==> config.mk <==
export PLATFORM = sky130hd
export DESIGN_NAME = ac_motor_bridge_pwm
export DESIGN_NICKNAME = d
export VERILOG_FILES = /design/src/rtl/ac_motor_bridge_pwm.sv
export SDC_FILE = /design/constraint.sdc
export NUM_CORES = 1
export LEC_CHECK = 0
export CORE_UTILIZATION = 58
export CTS_CLUSTER_SIZE = 16
export DETAILED_ROUTE_END_ITERATION = 8
export GPL_TIMING_DRIVEN = 0
export HOLD_SLACK_MARGIN = 0.03
export PLACE_DENSITY = 0.9
export SYNTH_ARGS = -nofsm -noshare
export SYNTH_HDL_FRONTEND = slang
export SYNTH_SLANG_ARGS = --single-unit
==> constraint.sdc <==
create_clock -name CLK -period 4.2 [get_ports CLK]
set_clock_uncertainty 0.1 [all_clocks]
set_input_delay 0.84 -clock CLK [delete_from_list [all_inputs] [get_ports CLK]]
set_output_delay 0.84 -clock CLK [all_outputs]
set_load 0.05 [all_outputs]
==> src/rtl/ac_motor_bridge_pwm.sv <==
// ac_motor_bridge_pwm
//   Multi-channel sine/triangle PWM comparator driving CHANNELS half-bridges
//   from a shared triangle carrier. Each channel has its own half-bridge
//   sequencer that inserts a programmable dead interval between high-side and
//   low-side conduction.
//
// Ports
//   CLK        system clock, rising edge
//   RESET_N    asynchronous active-low reset
//   ENABLE     1 = bridges may conduct, 0 = all switches off
//   DIR        0 = forward channel mapping, 1 = reversed rotation
//   DEAD_TIME  dead interval in CLK cycles (0 behaves as 1)
//   TRIANGLE   signed carrier shared by all channels
//   SINE       packed signed references, channel k at [k*WIDTH +: WIDTH]
//   HI / LO    high-side / low-side gate per channel
//   DT_ACTIVE  1 while the channel sits in its dead interval
module ac_motor_bridge_pwm #(
  parameter int CHANNELS = 3,
  parameter int WIDTH    = 24,
  parameter int DT_BITS  = 8
) (
  input  logic                      CLK,
  input  logic                      RESET_N,
  input  logic                      ENABLE,
  input  logic                      DIR,
  input  logic [DT_BITS-1:0]        DEAD_TIME,
  input  logic [WIDTH-1:0]          TRIANGLE,
  input  logic [CHANNELS*WIDTH-1:0] SINE,
  output logic [CHANNELS-1:0]       HI,
  output logic [CHANNELS-1:0]       LO,
  output logic [CHANNELS-1:0]       DT_ACTIVE
);

  typedef enum logic [1:0] {S_OFF, S_ON_HI, S_ON_LO, S_DEAD} state_t;

  // Stage 1: input registers
  logic [WIDTH-1:0]          tri_q;
  logic [CHANNELS*WIDTH-1:0] sine_q;
  logic                      dir_q;
  logic                      en_q;

  // Stage 2: per-channel demand
  logic [CHANNELS-1:0]       demand_c;
  logic [CHANNELS-1:0]       demand;

  // Stage 3: per-channel sequencers
  state_t                    state     [CHANNELS];
  state_t                    state_nxt [CHANNELS];
  logic [DT_BITS-1:0]        cnt       [CHANNELS];
  logic [DT_BITS-1:0]        cnt_nxt   [CHANNELS];
  logic [CHANNELS-1:0]       tgt;
  logic [CHANNELS-1:0]       tgt_nxt;
  logic [CHANNELS-1:0]       hi_d, lo_d, dt_d;
  logic [DT_BITS-1:0]        dt_load;

  assign dt_load = (DEAD_TIME == '0) ? DT_BITS'(1) : DEAD_TIME;

  always_ff @(posedge CLK or negedge RESET_N) begin
    if (!RESET_N) begin
      tri_q  <= '0;
      sine_q <= '0;
      dir_q  <= 1'b0;
      en_q   <= 1'b0;
      demand <= '0;
    end else begin
      tri_q  <= TRIANGLE;
      sine_q <= SINE;
      dir_q  <= DIR;
      en_q   <= ENABLE;
      demand <= demand_c;
    end
  end

  // Reversed rotation feeds channel k from sine (CHANNELS-k) mod CHANNELS,
  // which keeps channel 0 fixed and swaps the remaining phase order.
  always_comb begin
    int unsigned src;
    src      = 0;
    demand_c = '0;
    for (int unsigned k = 0; k < CHANNELS; k++) begin
      src         = dir_q ? ((CHANNELS - k) % CHANNELS) : k;
      demand_c[k] = $signed(sine_q[src*WIDTH +: WIDTH]) >= $signed(tri_q);
    end
  end

  // State register; gate outputs are registered from the next state so they
  // change on the same edge as the sequencer state.
  always_ff @(posedge CLK or negedge RESET_N) begin
    if (!RESET_N) begin
      for (int unsigned k = 0; k < CHANNELS; k++) begin
        state[k] <= S_OFF;
        cnt[k]   <= '0;
      end
      tgt       <= '0;
      HI        <= '0;
      LO        <= '0;
      DT_ACTIVE <= '0;
    end else begin
      for (int unsigned k = 0; k < CHANNELS; k++) begin
        state[k] <= state_nxt[k];
        cnt[k]   <= cnt_nxt[k];
      end
      tgt       <= tgt_nxt;
      HI        <= hi_d;
      LO        <= lo_d;
      DT_ACTIVE <= dt_d;
    end
  end

  // Next-state logic. A demand change while dead retargets and reloads the
  // counter, so the interval is always measured from the latest change.
  always_comb begin
    tgt_nxt = tgt;
    for (int unsigned k = 0; k < CHANNELS; k++) begin
      state_nxt[k] = state[k];
      cnt_nxt[k]   = cnt[k];
      if (!en_q) begin
        state_nxt[k] = S_OFF;
        cnt_nxt[k]   = '0;
      end else begin
        case (state[k])
          S_OFF: begin
            state_nxt[k] = S_DEAD;
            tgt_nxt[k]   = demand[k];
            cnt_nxt[k]   = dt_load;
          end
          S_ON_HI: begin
            if (!demand[k]) begin
              state_nxt[k] = S_DEAD;
              tgt_nxt[k]   = 1'b0;
              cnt_nxt[k]   = dt_load;
            end
          end
          S_ON_LO: begin
            if (demand[k]) begin
              state_nxt[k] = S_DEAD;
              tgt_nxt[k]   = 1'b1;
              cnt_nxt[k]   = dt_load;
            end
          end
          S_DEAD: begin
            if (demand[k] != tgt[k]) begin
              tgt_nxt[k] = demand[k];
              cnt_nxt[k] = dt_load;
            end else if (cnt[k] <= DT_BITS'(1)) begin
              state_nxt[k] = tgt[k] ? S_ON_HI : S_ON_LO;
              cnt_nxt[k]   = '0;
            end else begin
              cnt_nxt[k] = cnt[k] - DT_BITS'(1);
            end
          end
          default: begin
            state_nxt[k] = S_OFF;
            cnt_nxt[k]   = '0;
          end
        endcase
      end
    end
  end

  // Output decode of the next state.
  always_comb begin
    hi_d = '0;
    lo_d = '0;
    dt_d = '0;
    for (int unsigned k = 0; k < CHANNELS; k++) begin
      hi_d[k] = (state_nxt[k] == S_ON_HI);
      lo_d[k] = (state_nxt[k] == S_ON_LO);
      dt_d[k] = (state_nxt[k] == S_DEAD);
    end
  end

endmodule
==> flow_metrics.py <==
metrics = {
    "worst_setup_path": {
        "path_class": "reg -> reg",
        "crit_chain": "clkbuf_1 > buf_1 > mux2_2 > ha_1 > nand4_1 > nor3_1 > o311ai_0 > nand3_1 > a21o_1",
        "max_stage_delay_ps": 550,
        "cp.arrival_ps": 3670,
        "crit_fanout": 10,
        "path_delay_family": "buffers and inverters",
        "worstSetupEndpointType": "register",
        "cp-start-kind": "register",
        "crit_buf_inv": 2,
        "cp.required_ps": 4470,
        "crit_path_top_delay_cell": "buf_1",
    },
    "clocking": {
        "holdBufCountCts": 0,
        "clkSlewWorstSetupHoldPaths_ps": 60,
        "cts_inserted_buffers": 17,
        "clockBufferDepth": 2,
        "post-cts-setup-buffers": 0,
        "clkSinkCount": 143,
        "insertion_delay_ps": 440,
        "clock-root-buffer": "clkbuf_16",
        "cts_tree": "done",
        "cts_resized": 0,
        "htree_levels": 4,
    },
    "timing": {
        "setup_viol_count_final": 0,
        "fin_crit_sh_pct": 81.04,
        "slew_violations": 0,
        "worstMarginPinSlew_ps": 812.2,
        "period_needed_ps": 3404,
        "max_clock_freq_mhz": 293.8,
        "rsz0062_at_grt": "false",
        "fin_hold_ws_ps": 310.3,
        "relSlewSlack_pct": 45.85,
        "finalHoldViolations": 0,
        "setup_slack_ps": 796.2,
    },
    "route": {
        "wl_mm": 18.09,
        "dr.pass1.iters": 7,
        "vias": 5856,
        "top_layer": "met4",
        "wl_met2_mm": 9.466,
        "wl_met3_mm": 1.025,
        "routedWlPerCell_um": 18.71,
        "wl_met1_mm": 6.838,
        "drtAntennaViolNets": 0,
        "initialDrtViolationCount": 416,
        "via_per_inst": 6.056,
        "post-route-drc-count": 0,
    },
    "global_routing": {
        "grt_usage_pct": 29.86,
        "grt_pass1_vias": 6264,
        "grt_max_degree": 75,
        "grt_overflow_total": 0,
        "antenna_found_initial": 0,
        "grt_pass1_wl_mm": 29.82,
    },
    "synthesis": {
        "synth_cells": 651,
        "ys_types": 50,
        "synthArstFlopShare_pct": 100.0,
        "synth_area_leaders": "dfrtp_1 49%, ha_1 15%, mux2_2 7.1%",
        "ys_ff_latch": 143,
        "yosysMostFrequentCell": "dfrtp_1",
        "syn_nets": 849,
        "syn_area_per_cell_um2": 11.23,
        "synth_area_um2": 7308,
        "synth-edff-count": 0,
        "ys_warn_count": 0,
        "synth_top_cell_by_area": "dfrtp_1",
        "ys.flop_type": "dfrtp_1",
        "synth.top_cell.area_share_pct": 48.96,
        "synth_commonest_cells": "143 x dfrtp_1, 90 x ha_1, 50 x a21oi_1",
        "ys_seq_area_share_pct": 48.96,
    },
    "cells_and_area": {
        "multiInputGateArea_um2": 3501,
        "area_growth_syn_to_layout_pct": 27.43,
        "final_nets": 985,
        "layout.cells.non_filler": 967,
        "drive_above_1_share_pct": 11.01,
        "fillCellCount": 728,
        "diodes": 0,
        "seq_area_um2": 3578,
    },
    "die": {
        "start_util_pct": 60.09,
        "core_area_um2": 12160,
        "die_h_um": 114.3,
        "die_w_um": 114.3,
        "die_area_um2": 13050,
        "row_count": 40,
        "io_pins": 117,
    },
    "worst_hold_path": {
        "hold_path.class": "in -> async",
    },
    "outcome": {
        "status": "finished, final reports clean",
    },
    "place": {
        "port_buffers": 116,
        "post-place-cells": 936,
        "pre_cts_slack_ps": 882.9,
        "hpwl_mm": 12.67,
        "place.gp.congestion": 0.8573,
    },
    "job": {
        "maxCapViolations": 0,
    },
    "pwr": {
        "power.leakage_nw": 4.226,
        "vdd_drop_max_mv": 0.3078,
        "powerDensity_nw_per_um2": 506.3,
    },
}
==> kinds of logic after synthesis <==
logic type                 synth area share, %
and+or+nand+nor                          11.27
DFF                                      48.96
adders and majority gates                15.41
xor gates and xnor gates                0.4795
muxes                                    8.458
AOI/OAI and AO/OA                        12.29
buffers and inverters                    3.133
==> power by group <==
group / internal (mW) / switching (mW)
Clock: 0.950 / 0.611
Sequential: 1.57 / 0.164
Combinational: 0.609 / 0.814
==> through the flow <==
stage / area (µm²) / setup TNS [ps] / power, mW / utilization [%]
after floorplan: 7308 / 0 / 2.667 / -
after global placement: 8680 / -428980 / 3.021 / 71.37
after detailed placement: 8708 / 0 / 3.126 / 71.60
after CTS: 9313 / 0 / 4.696 / 76.57
after global routing: 9313 / 0 / 4.944 / 76.57
final: 9313 / 0 / 4.715 / 76.57
==> layer usage <==
layer / track usage (%) / up-vias
li1: - / 2654
met1: 32.54 / 2834
met2: 53.82 / 292
met3: 6.882 / 76
met4: 16.10 / 0
met5: 0 / -
==> registers in the layout (all words and copies together), names as in the netlist, 6 cells and up <==
name / cells
cnt: 24
sine_q: 72
state: 6
tri_q: 24
==> area by class of cell <==
type | instances | area share [%]
plain buffers | 14 | 0.6449
clock buffers | 19 | 4.756
clock inverters | 12 | 1.733
inverters | 45 | 1.814
multi-input cells | 449 | 37.59
flip-flops and latches | 143 | 38.43
well taps | 168 | 2.257
repair buffers | 117 | 12.78
==> path summary, 6_finish.rpt <==
check | to | depth (start not counted) | slack, ps | start
max in group asynchronous | sine_q[53]$_DFF_PN0_ | 2 | 2930 | RESET_N
setup reg to reg | demand[1]$_DFF_PN0_ | 9 | 800 | dir_q$_DFF_PN0_
setup / recovery | demand[1]$_DFF_PN0_ | 9 | 800 | dir_q$_DFF_PN0_
hold reg to reg | cnt[7]$_DFFE_PN0P_ | 2 | 370 | cnt[7]$_DFFE_PN0P_
hold / removal | DT_ACTIVE[0]$_DFF_PN0_ | 1 | 310 | RESET_N
min in group CLK | cnt[7]$_DFFE_PN0P_ | 2 | 370 | cnt[7]$_DFFE_PN0P_
==> cell usage in the layout (no fill, tap or decap), types with 12 or more instances in the layout <==
cell type	n
inv_1	45
nor2_1	28
a21oi_1	50
nor3_1	17
dfrtp_1	143
mux2_2	46
nand2_1	35
clkbuf_1	12
nor2b_1	13
o21ai_0	40
ha_1	90
nand3_1	12
nand4_1	18
clkbuf_16	17
clkdlybuf4s50_1	115
No activity file was read; power rests on OpenSTA's default activity.
==> patch, RTL diff (same settings) <==
Register the output `DT_ACTIVE` once more, with the module's reset; this adds one clock of latency there. The other outputs are not delayed to match.
--- a/src/rtl/ac_motor_bridge_pwm.sv
+++ b/src/rtl/ac_motor_bridge_pwm.sv
@@ -32,6 +32,8 @@
 );
 
   typedef enum logic [1:0] {S_OFF, S_ON_HI, S_ON_LO, S_DEAD} state_t;
+
+  logic [CHANNELS-1:0] DT_ACTIVE_s0;
 
   // Stage 1: input registers
   logic [WIDTH-1:0]          tri_q;
@@ -94,7 +96,7 @@
       tgt       <= '0;
       HI        <= '0;
       LO        <= '0;
-      DT_ACTIVE <= '0;
+      DT_ACTIVE_s0 <= '0;
     end else begin
       for (int unsigned k = 0; k < CHANNELS; k++) begin
         state[k] <= state_nxt[k];
@@ -103,7 +105,7 @@
       tgt       <= tgt_nxt;
       HI        <= hi_d;
       LO        <= lo_d;
-      DT_ACTIVE <= dt_d;
+      DT_ACTIVE_s0 <= dt_d;
     end
   end
 
@@ -170,4 +172,12 @@
     end
   end
 
+  always_ff @(posedge CLK or negedge RESET_N) begin
+    if (!RESET_N) begin
+      DT_ACTIVE <= '0;
+    end else begin
+      DT_ACTIVE <= DT_ACTIVE_s0;
+    end
+  end
+
 endmodule
Formal check against the unedited RTL: not equivalent (Yosys sat finds a counterexample within 4 cycles, from zero or initial values and one cycle with RESET_N low).
==> patch against the original RTL <==
Highest routed layer is now met5. Area after synthesis up 1.0%. Sequential cell count up 3. Final area up 0.59%. Sequential power up 2%. Total power down 0.62%. Worst setup slack better by 57 ps. Hold slack worse by 110 ps. Wire length down 2.1%. Core utilization up 0.14 points. Global-route usage down 0.55 points.
==> patch: results <==
export IMPL_status="finished clean"
export IMPL_wl_met2_mm=9.52
export IMPL_met3WireLength_um=806
export IMPL_routed_top_layer="met5"
export IMPL_crit_arrival_ps=3600
export IMPL_synth_cells=654
export IMPL_final_cells=971
export IMPL_critical_path_max_stage_delay_ps=570
export IMPL_ys_top_cells_by_area="dfrtp_1, ha_1, mux2_2"
export IMPL_place_congestion=0.868
export IMPL_worst_slew_pin_slew_ps=898
export IMPL_place_worst_setup_slack_ps=873
export IMPL_grt_util_met1=0.325
export IMPL_met1Wirelength_mm=6.81
export IMPL_dr_first_iter_drc_count=503
export IMPL_synth_nets=852
export IMPL_met3_usage=0.0585
export IMPL_synth_common_cells="dfrtp_1, ha_1, a21oi_1"
export IMPL_grt_max_degree=114
export IMPL_drive_gt1_frac=0.110
export IMPL_placed_area_um2=8780
export IMPL_met2_usage=0.544
export IMPL_fin_nets=988
export IMPL_ys_seq_area_frac=0.495
export IMPL_dr_pass1_iters=5
export IMPL_place_inst=939
export IMPL_antenna_found_initial=1
export IMPL_p_leak_nw=4.26
export IMPL_avgRoutedWirePerCell_um=18.2
[patch: changes by cell type after synthesis]
| cell | unedited run | this run |
|---|---|---|
| dfrtp_1 | 143 | 146 |
[patch: worst paths after layout]
| kind | cells after the start | slack, ps | to |
|---|---|---|---|
| max in group asynchronous | 2 | 2950 | cnt[7] |
| setup / recovery | 9 | 850 | demand[1] |
| hold reg to reg | 0 | 250 | DT_ACTIVE[2] |
| setup reg to reg | 9 | 850 | demand[1] |
| hold / removal | 1 | 200 | HI[0] |
| min in group CLK | 0 | 250 | DT_ACTIVE[2] |
[patch: stage by stage]
step                total power [mW]  hold WS (ps)
floorplan                       2.71           231
global placement                3.07           235
detailed placement              3.17           236
CTS                             4.68           208
global route                    4.92           223
finish                          4.69           204
[patch: layout make-up]
type / count / area, um^2 / share of cell area
flip-flops and latches: 146 / 3650 / 0.390
multi-input cells: 449 / 3500 / 0.374
repair buffers: 117 / 1190 / 0.127
clock buffers: 19 / 433 / 0.0462
well taps: 168 / 210 / 0.0224
inverters: 45 / 169 / 0.0180
clock inverters: 13 / 151 / 0.0162
plain buffers: 14 / 60.1 / 0.00641
[patch: cell families (layout without fill, tap and decap cells)]
logic type	Yosys count	after routing	synth area share
compound gates	143	143	0.122
simple gates	156	156	0.112
flops	146	146	0.495
mux	56	56	0.0837
xor+xnor	4	4	0.00475
buf+inv	59	208	0.0310
fa+ha+maj	90	90	0.153
[patch: critical path, delay by kind of cell (launching register included)]
kind | cells | cell delay, ps
flip-flops | 1 | 350
AO/OA/AOI/OAI | 2 | 360
buffers and inverters | 2 | 1020
AND/OR/NAND/NOR | 3 | 670
adder cells (fa/ha/maj) | 1 | 350
multiplexers | 1 | 420
